<file path="src/rtl/drt_enumerator_if.sv">
// Wishbone read-master bus between drt_enumerator and the interconnect port of the DRT slave.
interface drt_enumerator_if;
  logic        wbm_cyc_o;
  logic        wbm_stb_o;
  logic        wbm_we_o;
  logic [3:0]  wbm_sel_o;
  logic [31:0] wbm_adr_o;
  logic [31:0] wbm_dat_o;
  logic [31:0] wbm_dat_i;
  logic        wbm_ack_i;
  logic        wbm_int_i;

  modport master (
    output wbm_cyc_o, wbm_stb_o, wbm_we_o, wbm_sel_o, wbm_adr_o, wbm_dat_o,
    input  wbm_dat_i, wbm_ack_i, wbm_int_i
  );

  modport slave (
    input  wbm_cyc_o, wbm_stb_o, wbm_we_o, wbm_sel_o, wbm_adr_o, wbm_dat_o,
    output wbm_dat_i, wbm_ack_i, wbm_int_i
  );
endinterface

</file>
<file path="src/rtl/drt_enumerator.sv">
// Walks the Device ROM Table over Wishbone and returns the first entry whose masked ID matches.
// Each word: REQ until ack (timed), then REL until ack drops; a scan ends with a one-cycle done pulse.
module drt_enumerator #(
  parameter logic [31:0] DRT_BASE      = 32'h00000000,
  parameter logic [15:0] EXPECT_DRT_ID = 16'h0001,
  parameter logic [31:0] ID_MASK       = 32'h0000FFFF,
  parameter int          MAX_DEVICES   = 16,
  parameter logic [15:0] TIMEOUT       = 16'd255
) (
  input  logic              clk,
  input  logic              rst,
  input  logic              start,
  input  logic [31:0]       search_id,
  output logic              busy,
  output logic              done,
  output logic              found,
  output logic              error,
  output logic [15:0]       drt_version,
  output logic [31:0]       num_devices,
  output logic [7:0]        dev_index,
  output logic [31:0]       dev_info,
  output logic [31:0]       dev_mem_off,
  output logic [31:0]       dev_size,
  drt_enumerator_if.master  wbm
);

  typedef enum logic [2:0] {
    S_IDLE, S_HDR0, S_HDR1, S_DEV_ID, S_INFO, S_MEM, S_SIZE, S_FIN
  } state_t;

  localparam logic [31:0] MAX_DEV32 = 32'(MAX_DEVICES);

  state_t      state_q, state_d;
  logic        rel_q, rel_d;
  logic [15:0] tcnt_q, tcnt_d;
  logic [7:0]  idx_q, idx_d;
  logic [31:0] count_q, count_d;
  logic [31:0] rdat_q, rdat_d;
  logic [31:0] sid_q, sid_d;
  logic        found_q, found_d;
  logic        error_q, error_d;
  logic [15:0] ver_q, ver_d;
  logic [31:0] ndev_q, ndev_d;
  logic [7:0]  dev_index_q, dev_index_d;
  logic [31:0] info_q, info_d;
  logic [31:0] moff_q, moff_d;
  logic [31:0] size_q, size_d;

  logic        bus_phase;
  logic [31:0] ent_base;
  logic [31:0] adr;
  logic [31:0] clamped;
  logic        id_match;
  logic        last_entry;
  logic        unused_int;

  assign unused_int = wbm.wbm_int_i;

  assign bus_phase  = (state_q != S_IDLE) && (state_q != S_FIN);
  assign ent_base   = DRT_BASE + 32'd8 + ({24'd0, idx_q} << 3);
  assign clamped    = (rdat_q > MAX_DEV32) ? MAX_DEV32 : rdat_q;
  assign id_match   = (rdat_q & ID_MASK) == (sid_q & ID_MASK);
  assign last_entry = ({24'd0, idx_q} + 32'd1) == count_q;

  always_comb begin
    adr = 32'd0;
    case (state_q)
      S_HDR0:   adr = DRT_BASE;
      S_HDR1:   adr = DRT_BASE + 32'd1;
      S_DEV_ID: adr = ent_base;
      S_INFO:   adr = ent_base + 32'd1;
      S_MEM:    adr = ent_base + 32'd2;
      S_SIZE:   adr = ent_base + 32'd3;
      default:  adr = 32'd0;
    endcase
  end

  always_ff @(posedge clk) begin
    if (rst) begin
      state_q     <= S_IDLE;
      rel_q       <= 1'b0;
      tcnt_q      <= '0;
      idx_q       <= '0;
      count_q     <= '0;
      rdat_q      <= '0;
      sid_q       <= '0;
      found_q     <= 1'b0;
      error_q     <= 1'b0;
      ver_q       <= '0;
      ndev_q      <= '0;
      dev_index_q <= '0;
      info_q      <= '0;
      moff_q      <= '0;
      size_q      <= '0;
    end else begin
      state_q     <= state_d;
      rel_q       <= rel_d;
      tcnt_q      <= tcnt_d;
      idx_q       <= idx_d;
      count_q     <= count_d;
      rdat_q      <= rdat_d;
      sid_q       <= sid_d;
      found_q     <= found_d;
      error_q     <= error_d;
      ver_q       <= ver_d;
      ndev_q      <= ndev_d;
      dev_index_q <= dev_index_d;
      info_q      <= info_d;
      moff_q      <= moff_d;
      size_q      <= size_d;
    end
  end

  always_comb begin
    state_d     = state_q;
    rel_d       = rel_q;
    tcnt_d      = tcnt_q;
    idx_d       = idx_q;
    count_d     = count_q;
    rdat_d      = rdat_q;
    sid_d       = sid_q;
    found_d     = found_q;
    error_d     = error_q;
    ver_d       = ver_q;
    ndev_d      = ndev_q;
    dev_index_d = dev_index_q;
    info_d      = info_q;
    moff_d      = moff_q;
    size_d      = size_q;

    case (state_q)
      S_IDLE: begin
        if (start) begin
          sid_d       = search_id;
          found_d     = 1'b0;
          error_d     = 1'b0;
          dev_index_d = '0;
          info_d      = '0;
          moff_d      = '0;
          size_d      = '0;
          rel_d       = 1'b0;
          tcnt_d      = '0;
          state_d     = S_HDR0;
        end
      end
      S_FIN: state_d = S_IDLE;
      default: begin
        if (!rel_q) begin
          if (wbm.wbm_ack_i) begin
            rdat_d = wbm.wbm_dat_i;
            rel_d  = 1'b1;
          end else if (tcnt_q == TIMEOUT - 16'd1) begin
            error_d = 1'b1;
            state_d = S_FIN;
          end else begin
            tcnt_d = tcnt_q + 16'd1;
          end
        end else if (!wbm.wbm_ack_i) begin
          // Captured word is acted on only once the slave has released ack.
          rel_d  = 1'b0;
          tcnt_d = '0;
          case (state_q)
            S_HDR0: begin
              ver_d = rdat_q[15:0];
              if (rdat_q[31:16] != EXPECT_DRT_ID) begin
                error_d = 1'b1;
                state_d = S_FIN;
              end else begin
                state_d = S_HDR1;
              end
            end
            S_HDR1: begin
              ndev_d  = rdat_q;
              count_d = clamped;
              idx_d   = '0;
              state_d = (clamped == 32'd0) ? S_FIN : S_DEV_ID;
            end
            S_DEV_ID: begin
              if (id_match) begin
                dev_index_d = idx_q;
                state_d     = S_INFO;
              end else if (last_entry) begin
                state_d = S_FIN;
              end else begin
                idx_d = idx_q + 8'd1;
              end
            end
            S_INFO: begin
              info_d  = rdat_q;
              state_d = S_MEM;
            end
            S_MEM: begin
              moff_d  = rdat_q;
              state_d = S_SIZE;
            end
            S_SIZE: begin
              size_d  = rdat_q;
              found_d = 1'b1;
              state_d = S_FIN;
            end
            default: state_d = S_FIN;
          endcase
        end
      end
    endcase
  end

  assign busy        = bus_phase;
  assign done        = (state_q == S_FIN);
  assign found       = found_q;
  assign error       = error_q;
  assign drt_version = ver_q;
  assign num_devices = ndev_q;
  assign dev_index   = dev_index_q;
  assign dev_info    = info_q;
  assign dev_mem_off = moff_q;
  assign dev_size    = size_q;

  assign wbm.wbm_cyc_o = bus_phase;
  assign wbm.wbm_stb_o = bus_phase && !rel_q;
  assign wbm.wbm_we_o  = 1'b0;
  assign wbm.wbm_sel_o = 4'hF;
  assign wbm.wbm_adr_o = adr;
  assign wbm.wbm_dat_o = 32'd0;

endmodule

</file>
<file path="src/flat_wrapper.sv">
// flat-port wrapper written by rule: the top's interface ports become plain ports
module drt_enumerator_flat 
#(
  parameter logic [31:0] DRT_BASE      = 32'h00000000,
  parameter logic [15:0] EXPECT_DRT_ID = 16'h0001,
  parameter logic [31:0] ID_MASK       = 32'h0000FFFF,
  parameter int          MAX_DEVICES   = 16,
  parameter logic [15:0] TIMEOUT       = 16'd255
)
  (clk, rst, start, search_id, busy, done, found, error, drt_version, num_devices, dev_index, dev_info, dev_mem_off, dev_size, wbm_wbm_cyc_o, wbm_wbm_stb_o, wbm_wbm_we_o, wbm_wbm_sel_o, wbm_wbm_adr_o, wbm_wbm_dat_o, wbm_wbm_dat_i, wbm_wbm_ack_i, wbm_wbm_int_i);
  drt_enumerator_if wbm_i ();
  input  logic clk;
  input  logic rst;
  input  logic start;
  input  logic [31:0] search_id;
  output logic busy;
  output logic done;
  output logic found;
  output logic error;
  output logic [15:0] drt_version;
  output logic [31:0] num_devices;
  output logic [7:0] dev_index;
  output logic [31:0] dev_info;
  output logic [31:0] dev_mem_off;
  output logic [31:0] dev_size;
  output wire logic [$bits(wbm_i.wbm_cyc_o)-1:0] wbm_wbm_cyc_o;
  output wire logic [$bits(wbm_i.wbm_stb_o)-1:0] wbm_wbm_stb_o;
  output wire logic [$bits(wbm_i.wbm_we_o)-1:0] wbm_wbm_we_o;
  output wire logic [$bits(wbm_i.wbm_sel_o)-1:0] wbm_wbm_sel_o;
  output wire logic [$bits(wbm_i.wbm_adr_o)-1:0] wbm_wbm_adr_o;
  output wire logic [$bits(wbm_i.wbm_dat_o)-1:0] wbm_wbm_dat_o;
  input wire logic [$bits(wbm_i.wbm_dat_i)-1:0] wbm_wbm_dat_i;
  input wire logic [$bits(wbm_i.wbm_ack_i)-1:0] wbm_wbm_ack_i;
  input wire logic [$bits(wbm_i.wbm_int_i)-1:0] wbm_wbm_int_i;
  assign wbm_wbm_cyc_o = wbm_i.wbm_cyc_o;
  assign wbm_wbm_stb_o = wbm_i.wbm_stb_o;
  assign wbm_wbm_we_o = wbm_i.wbm_we_o;
  assign wbm_wbm_sel_o = wbm_i.wbm_sel_o;
  assign wbm_wbm_adr_o = wbm_i.wbm_adr_o;
  assign wbm_wbm_dat_o = wbm_i.wbm_dat_o;
  assign wbm_i.wbm_dat_i = wbm_wbm_dat_i;
  assign wbm_i.wbm_ack_i = wbm_wbm_ack_i;
  assign wbm_i.wbm_int_i = wbm_wbm_int_i;
  drt_enumerator #(.DRT_BASE(DRT_BASE), .EXPECT_DRT_ID(EXPECT_DRT_ID), .ID_MASK(ID_MASK), .MAX_DEVICES(MAX_DEVICES), .TIMEOUT(TIMEOUT)) u_core (.clk(clk), .rst(rst), .start(start), .search_id(search_id), .busy(busy), .done(done), .found(found), .error(error), .drt_version(drt_version), .num_devices(num_devices), .dev_index(dev_index), .dev_info(dev_info), .dev_mem_off(dev_mem_off), .dev_size(dev_size), .wbm(wbm_i));
endmodule
</file>
<file path="config.mk">
export PLATFORM = sky130hd
export DESIGN_NAME = drt_enumerator_flat
export DESIGN_NICKNAME = d
export VERILOG_FILES = /design/src/rtl/drt_enumerator_if.sv /design/src/rtl/drt_enumerator.sv /design/src/flat_wrapper.sv
export SDC_FILE = /design/constraint.sdc
export NUM_CORES = 1
export LEC_CHECK = 0
export ABC_AREA = 1
export CAP_MARGIN = 20
export CORE_ASPECT_RATIO = 2
export CORE_MARGIN = 4
export CORE_UTILIZATION = 40
export DETAILED_ROUTE_END_ITERATION = 8
export PLACE_DENSITY = 0.65
export SLEW_MARGIN = 20
export SYNTH_ARGS = -nofsm -noshare
export SYNTH_HDL_FRONTEND = slang
export SYNTH_SLANG_ARGS = --single-unit
</file>
<file path="constraint.sdc">
create_clock -name clk -period 2 [get_ports clk]
set_clock_uncertainty 0.05 [all_clocks]
set_input_delay 0.6 -clock clk [delete_from_list [all_inputs] [get_ports clk]]
set_output_delay 0.6 -clock clk [all_outputs]
set_load 0.05 [all_outputs]
</file>
# Yosys cells after proc, flatten, opt, wreduce, memory -nomap -nowiden
# Cells that the tools add are included.
# totals
input_bits,69
output_inout_bits,227
regBits,262
# op_classes
n_mux,55
add_sub_neg,7
eq_ne,21
n_lt_le_gt_ge,1
bitwise,4
n_reduce_logical,29
# ops
operator,n
$mux W32,11
$pmux W32 S2,3
$pmux W32 S5,1
$mux W16,5
$add A32 B2 Y32 const B,2
$mux W8,7
$add A32 B1 Y32 const B,1
$eq A32 B32 Y1,1
$gt A32 B5 Y1 const B,1
$logic_not A32 Y1,1
$pmux W16 S2,1
$pmux W8 S2,2
$mux W3,9
$reduce_and A6 Y1,3
$add A16 B1 Y16 const B,1
$eq A16 B16 Y1,1
$eq A16 B8 Y1 const B,1
$ne A16 B1 Y1 const B,1
$reduce_and A4 Y1,4
$pmux W3 S5,1
$reduce_and A5 Y1,3
$reduce_bool A2 Y1,7
$add A4 B11 Y12 const A,1
$eq A3 B3 Y1 const B,4
other kinds (21),45

# Depth between registers and ports, before layout
# logic_depth
word_depth,8
depth_mapped,16
mapped_depth_nobuf,16

# Least setup slack after synthesis
# OpenSTA, ideal clock, no wires.
# synth_path
path_kind,reg2out
startpoint,register u_core.state_q[1]
endpoint,output wbm_wbm_adr_o[10]
t_required_ns,1.350
path_buffers,1
path_slack_ns,-0.311
path_stages_with_launch,7
t_arrival_ns,1.661
cell_sequence,dfxtp_1 > buf_4 > nand2_1 > nor2_4 > inv_1 > nand2_1 > nor2_1
# synth_via
elab_chain_cells,2
# synth_lines
element,line,source
from (decl),drt_enumerator.sv:33,"state_t state_q, state_d;"
from (signal assigned),drt_enumerator.sv:96,state_q <= state_d;
$eq A3 B3 Y1 / $eq A3 B2 Y1 (equally long branches),drt_enumerator.sv:67,case (state_q)
$pmux W32 S5 *,drt_enumerator.sv:67,
to (decl),flat_wrapper.sv:30,output wire logic [$bits(wbm_i.wbm_adr_o)-1:0] wbm_wbm_adr_o;
# Mark *: on every way between the ends. The rest lies on a longest branch, timed or not.

# Final worst setup path
# layout_path
startpoint,register u_core.idx_q[1]
endpoint,output wbm_wbm_adr_o[10]
# layout_via
elab_chain_cells,3
# layout_lines
element,line,source
from (decl),drt_enumerator.sv:36,"logic [7:0] idx_q, idx_d;"
from (signal assigned),drt_enumerator.sv:99,idx_q <= idx_d;
$add A4 B11 Y12 *,drt_enumerator.sv:60,"assign ent_base = DRT_BASE + 32'd8 + ({24'd0, idx_q} << 3);"
"$add A32 B2 Y32, or another cell as far along",drt_enumerator.sv:73,S_SIZE: adr = ent_base + 32'd3;
$pmux W32 S5 *,drt_enumerator.sv:67,
# Marked as above.

==> run_results.csv <==
group,metric,value,unit
clock_network,clkLatencyLatePin,0.54,ns
pwr,p_seq_share,23.9,%
worst_setup_path,cp-endpoint,"wbm_wbm_adr_o[10]",
worst_setup_path,cp-end-kind,"output pin",
grt,track_usage,23.4,%
logic_synthesis,ys_seq_elements,262,
pwr,power,27.1,mW
worst_setup_path,critical_path.max_fanout,4,
sta,slew_viol_final,0,
die,pin_count,296,
drt,wire_per_inst,18.3,µm
placed_design,dp_slack,-0.415,ns
hold_path,hold_depth,2,
sta,finalCriticalPeriod,2.40,ns
die,rows,85,
sta,setup_viol,101,
pwr,intPower,15.0,mW
grt,grt_antenna_before_repair,2,
sta,whs,0.388,ns
clock_network,cts-root-buf,"clkbuf_16",
clock_network,clkTransAtPathRegs,0.07,ns
sta,fin_ws,-0.396,ns
die,die_height,243,µm
grt,grt_pass1_vias,10700,
pwr,ir_drop,1650,µV
worst_setup_path,critPathMaxStageDelay,0.37,ns
status,violations,"negative setup slack",
hold_path,hp-class,"reg -> reg",
drt,drc_errors,0,
clock_network,cts_tree,"done",
logic_synthesis,avgSynthCellArea,7.27,µm²
worst_setup_path,crit_buf_inv,2,
worst_setup_path,crit_path_cell_trace,"buf_6 > nand2_4 > nor2_4 > nand3_1 > nand2_4 > nor2_4 > buf_8",
pwr,cellPowerDensity,1610,nW/µm²
die,die_x,126,µm
pwr,p_switching,12.0,mW
pwr,p_comb_share,58.4,%
clock_network,clock-sinks,262,
placed_design,placed_area,13800,µm²
finish,fin_area,16900,µm²
placed_design,place.detailed.hpwl,27.0,mm
logic_synthesis,synth_warnings,0,
worst_setup_path,crit_family,"simple AND/OR/NAND/NOR gates",
finish,nNetsFinal,1938,
grt,gr-total-overflow,0,
worst_setup_path,crit_start,"u_core.idx_q[1]",
pwr,swShare,44.4,%
clock_network,cts_buffer_depth,3,
placed_design,port-buffer-count,220,
die,core,27100,µm²
drt,routed_wl,40.9,mm
logic_synthesis,synth_cells,1521,
flow_run,cap_violations,0,
logic_synthesis,ys_seq_area_share,47.4,%
sta,hold_viol_final,0,
clock_network,cts_hold_buf,0,
sta,worstMarginPinSlew,0.570,ns
sta,fin_tns_setup,-20.43,ns
logic_synthesis,synth_area,11100,µm²
clock_network,numCtsBuffers,24,
worst_setup_path,r2r_end,"u_core.dev_info[13]",
drt,drt_iter0_drc,599,
finish,final_common_cell,"buf_4",
worst_setup_path,path_depth,7,
finish,area_growth,52.4,%
sta,slew_headroom,62.0,%
clock_network,h-tree-depth,1,
pwr,p_leak,6.98,nW
pwr,p_clk_share,17.7,%
finish,mostFrequentLayoutCells,"buf_4, nand2_1, dfxtp_1",
sta,fmax,417,MHz
die,die_area,30500,µm²
grt,grt_max_degree,70,
drt,viasPerCell,5.09,
grt,grt_pass1_wl,58.0,mm
placed_design,finalWeightedCongestion,0.915,
sta,rsz0062_at_grt,"yes",
finish,drive_gt1_share,33.9,%
drt,ant_nets,0,
logic_synthesis,synth_cell_types,37,
worst_setup_path,cpMaxStageDelayCell,"dfxtp_4",
drt,dr.pass1.iters,5,
worst_setup_path,path_class,"reg -> out",
worst_setup_path,rr_worst_depth,16,
die,start_util,40.8,%
status,status,"finished with violations",
worst_setup_path,worstReg2RegStart,"u_core.state_q[0]",
worst_setup_path,crit_arrival,1.75,ns
worst_setup_path,cp_data_required_time,1.35,ns
worst_setup_path,start_kind,"register",
worst_setup_path,ff2ff_setup_slack,-0.35,ns
sta,fin_crit_sh,120,%
drt,vias,11400,
how the worst min path moves through the flow:
stage                  startpoint            endpoint  slack [ns]
3_3_place_gp   u_core.count_q[23]  u_core.count_q[23]        0.37
3_5_place_dp   u_core.count_q[23]  u_core.count_q[23]        0.38
5_1_grt        u_core.count_q[26]  u_core.count_q[26]        0.41
6_report       u_core.count_q[21]  u_core.count_q[21]        0.39
4_1_cts        u_core.count_q[23]  u_core.count_q[23]        0.39
2_1_floorplan  u_core.count_q[11]  u_core.count_q[11]        0.37
Yosys cell counts (all sizes together):
master / n / area share, %
a211oi: 3 / 0.20
a21oi: 191 / 8.8
a221oi: 1 / 0.079
a31oi: 2 / 0.11
buf: 99 / 6.1
clkbuf: 40 / 1.4
conb: 2 / 0.068
dfxtp: 262 / 47
ha: 3 / 0.34
inv: 119 / 4.0
nand2: 319 / 11
nand3: 78 / 3.5
nand4: 12 / 0.68
nor2: 236 / 8.6
nor3: 16 / 0.72
nor3b: 1 / 0.11
o211a: 1 / 0.091
o21a: 1 / 0.068
o21ai: 121 / 5.6
o21bai: 4 / 0.27
o31ai: 2 / 0.18
or2: 1 / 0.079
xor2: 7 / 0.55
routing by layer:
metal	vias to the layer above	global-route usage [%]	share of wire [%]	routed length, µm
li1	5463	-	-	-
met1	5338	24.7	34	14000
met2	426	45.0	54	22200
met3	137	3.87	5.6	2310
met4	0	9.80	6.1	2500
met5	-	0	0	0
registers in the layout, indices dropped and copies added (netlist names), 3 cells and up:
register            flops
u_core.dev_mem_off     32
u_core.num_devices     32
u_core.idx_q            8
u_core.state_q          3
u_core.dev_size        32
u_core.rdat_q          32
u_core.drt_version     16
u_core.dev_index        8
u_core.tcnt_q          16
u_core.count_q         32
u_core.dev_info        32
u_core.sid_q           16
layout make-up:
class	count	area, µm²
Inverter	119	500
Multi-Input combinational cell	1059	5900
Fill cell	2377	10300
Timing Repair Buffer	400	3940
Sequential cell	262	5270
Clock buffer	30	674
Tap cell	348	435
Clock inverter	14	134
Antenna cell	2	5.00
cells by family after synthesis:
kind of cell,count (synthesis),share of synthesized area (%)
other,2,0.0679
AOI/OAI and AO/OA,326,15.4
and+or+nand+nor,663,24.8
DFF,262,47.4
xor gates and xnor gates,7,0.554
adders and majority gates,3,0.339
buffers and inverters,258,11.5
power by group through the flow:
| stage | Sequential, mW | Clock, mW | Combinational (mW) |
|---|---|---|---|
| after floorplan | 7.41 | 0 | 5.52 |
| after global placement | 6.52 | 0 | 9.93 |
| after detailed placement | 6.52 | 0 | 10.0 |
| after CTS | 6.43 | 4.83 | 11.9 |
| after global routing | 6.54 | 5.05 | 16.6 |
| final | 6.47 | 4.79 | 15.8 |
repair_timing:
item | 4_1_cts | 5_1_grt
setup buffers | 31 | 26
pin swaps | 51 | 76
gates cloned | 5 | 13
setup endpoints to repair | 48 | 171
gates resized for setup | 145 | 270
stage by stage:
stage               utilization [%]  std cells
floorplan                         -       1577
global placement               50.9       2123
detailed placement             50.9       2123
CTS                            57.0       2200
global route                   62.2       2234
finish                         62.2       2234
worst register-to-register path, delay by kind of cell, from the launching register on:
kind / cells / cell delay [ns]
and+or+nand+nor: 7 / 0.73
DFF: 1 / 0.36
buffers and inverters: 9 / 1.10
Note: power is estimated with default switching activity, not from simulation.
==> RTL change: new RTL, config.mk and constraints unchanged <==
Take the reset off `rdat_q` and load it in a clocked block of its own.
--- a/src/rtl/drt_enumerator.sv
+++ b/src/rtl/drt_enumerator.sv
@@ -82,7 +82,6 @@
       tcnt_q      <= '0;
       idx_q       <= '0;
       count_q     <= '0;
-      rdat_q      <= '0;
       sid_q       <= '0;
       found_q     <= 1'b0;
       error_q     <= 1'b0;
@@ -98,7 +97,6 @@
       tcnt_q      <= tcnt_d;
       idx_q       <= idx_d;
       count_q     <= count_d;
-      rdat_q      <= rdat_d;
       sid_q       <= sid_d;
       found_q     <= found_d;
       error_q     <= error_d;
@@ -109,6 +107,10 @@
       moff_q      <= moff_d;
       size_q      <= size_d;
     end
+  end
+
+  always_ff @(posedge clk) begin
+    rdat_q <= rdat_d;
   end
 
   always_comb begin
Check against the original RTL: no difference found for any inputs over 4 cycles, from zero or initial values and one cycle with rst high; that may be too few to reach the edited logic, so the function may still have changed.
==> RTL change against the unedited design <==
  * The run still ends with setup timing left
  * Wire length fell by 5.6%
  * Cell area shrank 6.0%
  * Sequential cell count unchanged
  * Area after synthesis up 0.51%
  * Non-clock buffer count down 38
  * Power down 12%
  * Utilization shrank 4.4 points
  * Hold slack got worse by 0.11 ns
  * Sequential share of layout area grew 4.0 points
  * Combinational power fell by 22%
  * Clock power down 1%
  * Worst setup slack worse by 0.067 ns
==> RTL change: results <==
[setup_path]
r2r_slack_ns = -0.08
r2r-start = u_core.idx_q[0]$_SDFFE_PP0P_
cp.arrival_ns = 1.81
ff2ff_path_depth = 15
worstReg2RegEnd = u_core.state_q[0]$_SDFFE_PP0P_
crit_fanout = 7

[clock_tree]
cts_made_buffers = 24
cts_htree_levels = 1
cts.path.max_buffers = 3
clkTransAtPathRegs_ns = 0.07
clk_latency_ns = 0.55
cts_root_buffer = clkbuf_16

[sta]
setup_viol = 26
maxSlewHeadroom = 0.6115
whs_ns = 0.2828
setup_ws_ns = -0.4631
setup-tns-final_ns = -5.239

[detailed_routing]
wl_per_cell_um = 18.33
drt_first_pass_iters = 5
first_iter_violations = 732
viasPerCell = 5.015

[finish]
drive_above_1_share = 0.2927
num-fill-cells = 2516
final_nets = 1810

[yosys]
ys_top_cells_by_area = dfxtp_1, nand2_1, edfxtp_1
synthesis.yosys.warnings = 0
ys_async_sr_fraction = 0
synthAdderAreaFrac = 0.003377
synth_xor_area_frac = 0.007767
synth_edf_count = 32
synth-compound-area-share = 0.1226
ys_seq_area_frac = 0.5007
muxShareOfSynthArea = 0
synth.distinct_cells = 44
ys_top_cells_by_count = nand2_1, dfxtp_1, nor2_1, a21oi_1, inv_1

[place]
postPlaceCellArea_um2 = 13970
pre_cts_slack_ns = -0.4398
io_buffers = 220
gp_congestion = 0.8559
dp_hpwl_um = 27740

[outcome]
status = finished with violations
violations = setup timing

[global_routing]
track_usage = 0.2336
grt_pass1_wl_um = 56470
grt_pass1_vias = 10164
antenna_found_initial = 1
grt_max_degree = 67

[pwr]
p_leak_nw = 6.583
ir_worst_vdd_v = 0.001000

[hold_path]
min_to = u_core.count_q[4]$_SDFFE_PP0P_
holdCritStartpoint = rst
holdPathStages = 2
min_path_type = input pin to flip-flop
## RTL change: changes by cell type after synthesis, sizes merged, moves of 21 or more
cell	change
a21oi	-48
o21ai	-27
edfxtp	+32
nor3	+21
dfxtp	-32
nand2	-28
## RTL change: worst max-delay path, stage by stage (launching register included)
cell and delay (ns):
dfxtp_2 0.36, buf_6 0.15, inv_4 0.04, nor2_4 0.19, nand3_1 0.19, nand2_4 0.14, nor2_4 0.05, buf_12 0.14
## RTL change: cell type report
class	instances	area, um^2	share of cell area
antenna	1	2.502	0.0001580
clock inverter	10	125.1	0.007899
clock buffer	34	679.4	0.04289
sequential	262	5590	0.3529
multi-input combinational	976	5084	0.3209
inverter	111	490.5	0.03096
timing repair inverter	1	11.26	0.0007109
tap	352	440.4	0.02780
timing repair buffer	362	3417	0.2157
## RTL change: worst max path at each step
stage                                       end                           start
6_report                      wbm_wbm_adr_o[10]    u_core.idx_q[0]$_SDFFE_PP0P_
5_1_grt                        wbm_wbm_adr_o[8]    u_core.idx_q[1]$_SDFFE_PP0P_
4_1_cts                       wbm_wbm_adr_o[10]    u_core.idx_q[1]$_SDFFE_PP0P_
3_5_place_dp   u_core.dev_info[19]$_SDFFE_PP0P_                           start
3_3_place_gp   u_core.dev_info[21]$_SDFFE_PP0P_                           start
2_1_floorplan        u_core.rdat_q[0]$_DFFE_PP_  u_core.state_q[2]$_SDFFE_PP0P_
## RTL change: report_power, final
group / internal (mW) / leakage (nW) / switching, mW
clock network: 2.66 / 0.391 / 2.08
logic: 4.31 / 4.03 / 8.10
registers: 6.22 / 2.17 / 0.580
## RTL change: cells by family after synthesis
family,count (synthesis)
xor gates and xnor gates,9
buffers and inverters,239
AOI/OAI and AO/OA,259
and+or+nand+nor,644
DFF,262
other,2
adders and majority gates,3
## RTL change: timing repair
| item | in CTS | in global routing |
|---|---|---|
| pin swaps | 23 | 39 |
| resized for setup | 73 | 129 |
| setup endpoints to repair | 48 | 167 |
| cloned | 3 | 6 |
| setup buffers | 15 | 22 |
## RTL change: layer usage
metal / track usage / vias up / share of wire
li1: - / 5105 / -
met1: 0.2248 / 4882 / 0.33
met2: 0.4431 / 440 / 0.53
met3: 0.03817 / 150 / 0.057
met4: 0.1608 / 0 / 0.085
met5: 0 / - / 0
## RTL change: metrics by stage
stage | std cells | utilization | total power [mW]
after floorplan | 1474 | - | 13.55
after global placement | 2022 | 0.5092 | 17.48
after detailed placement | 2022 | 0.5092 | 17.58
after CTS | 2084 | 0.5534 | 22.93
after global routing | 2109 | 0.5773 | 25.02
final | 2109 | 0.5773 | 23.94
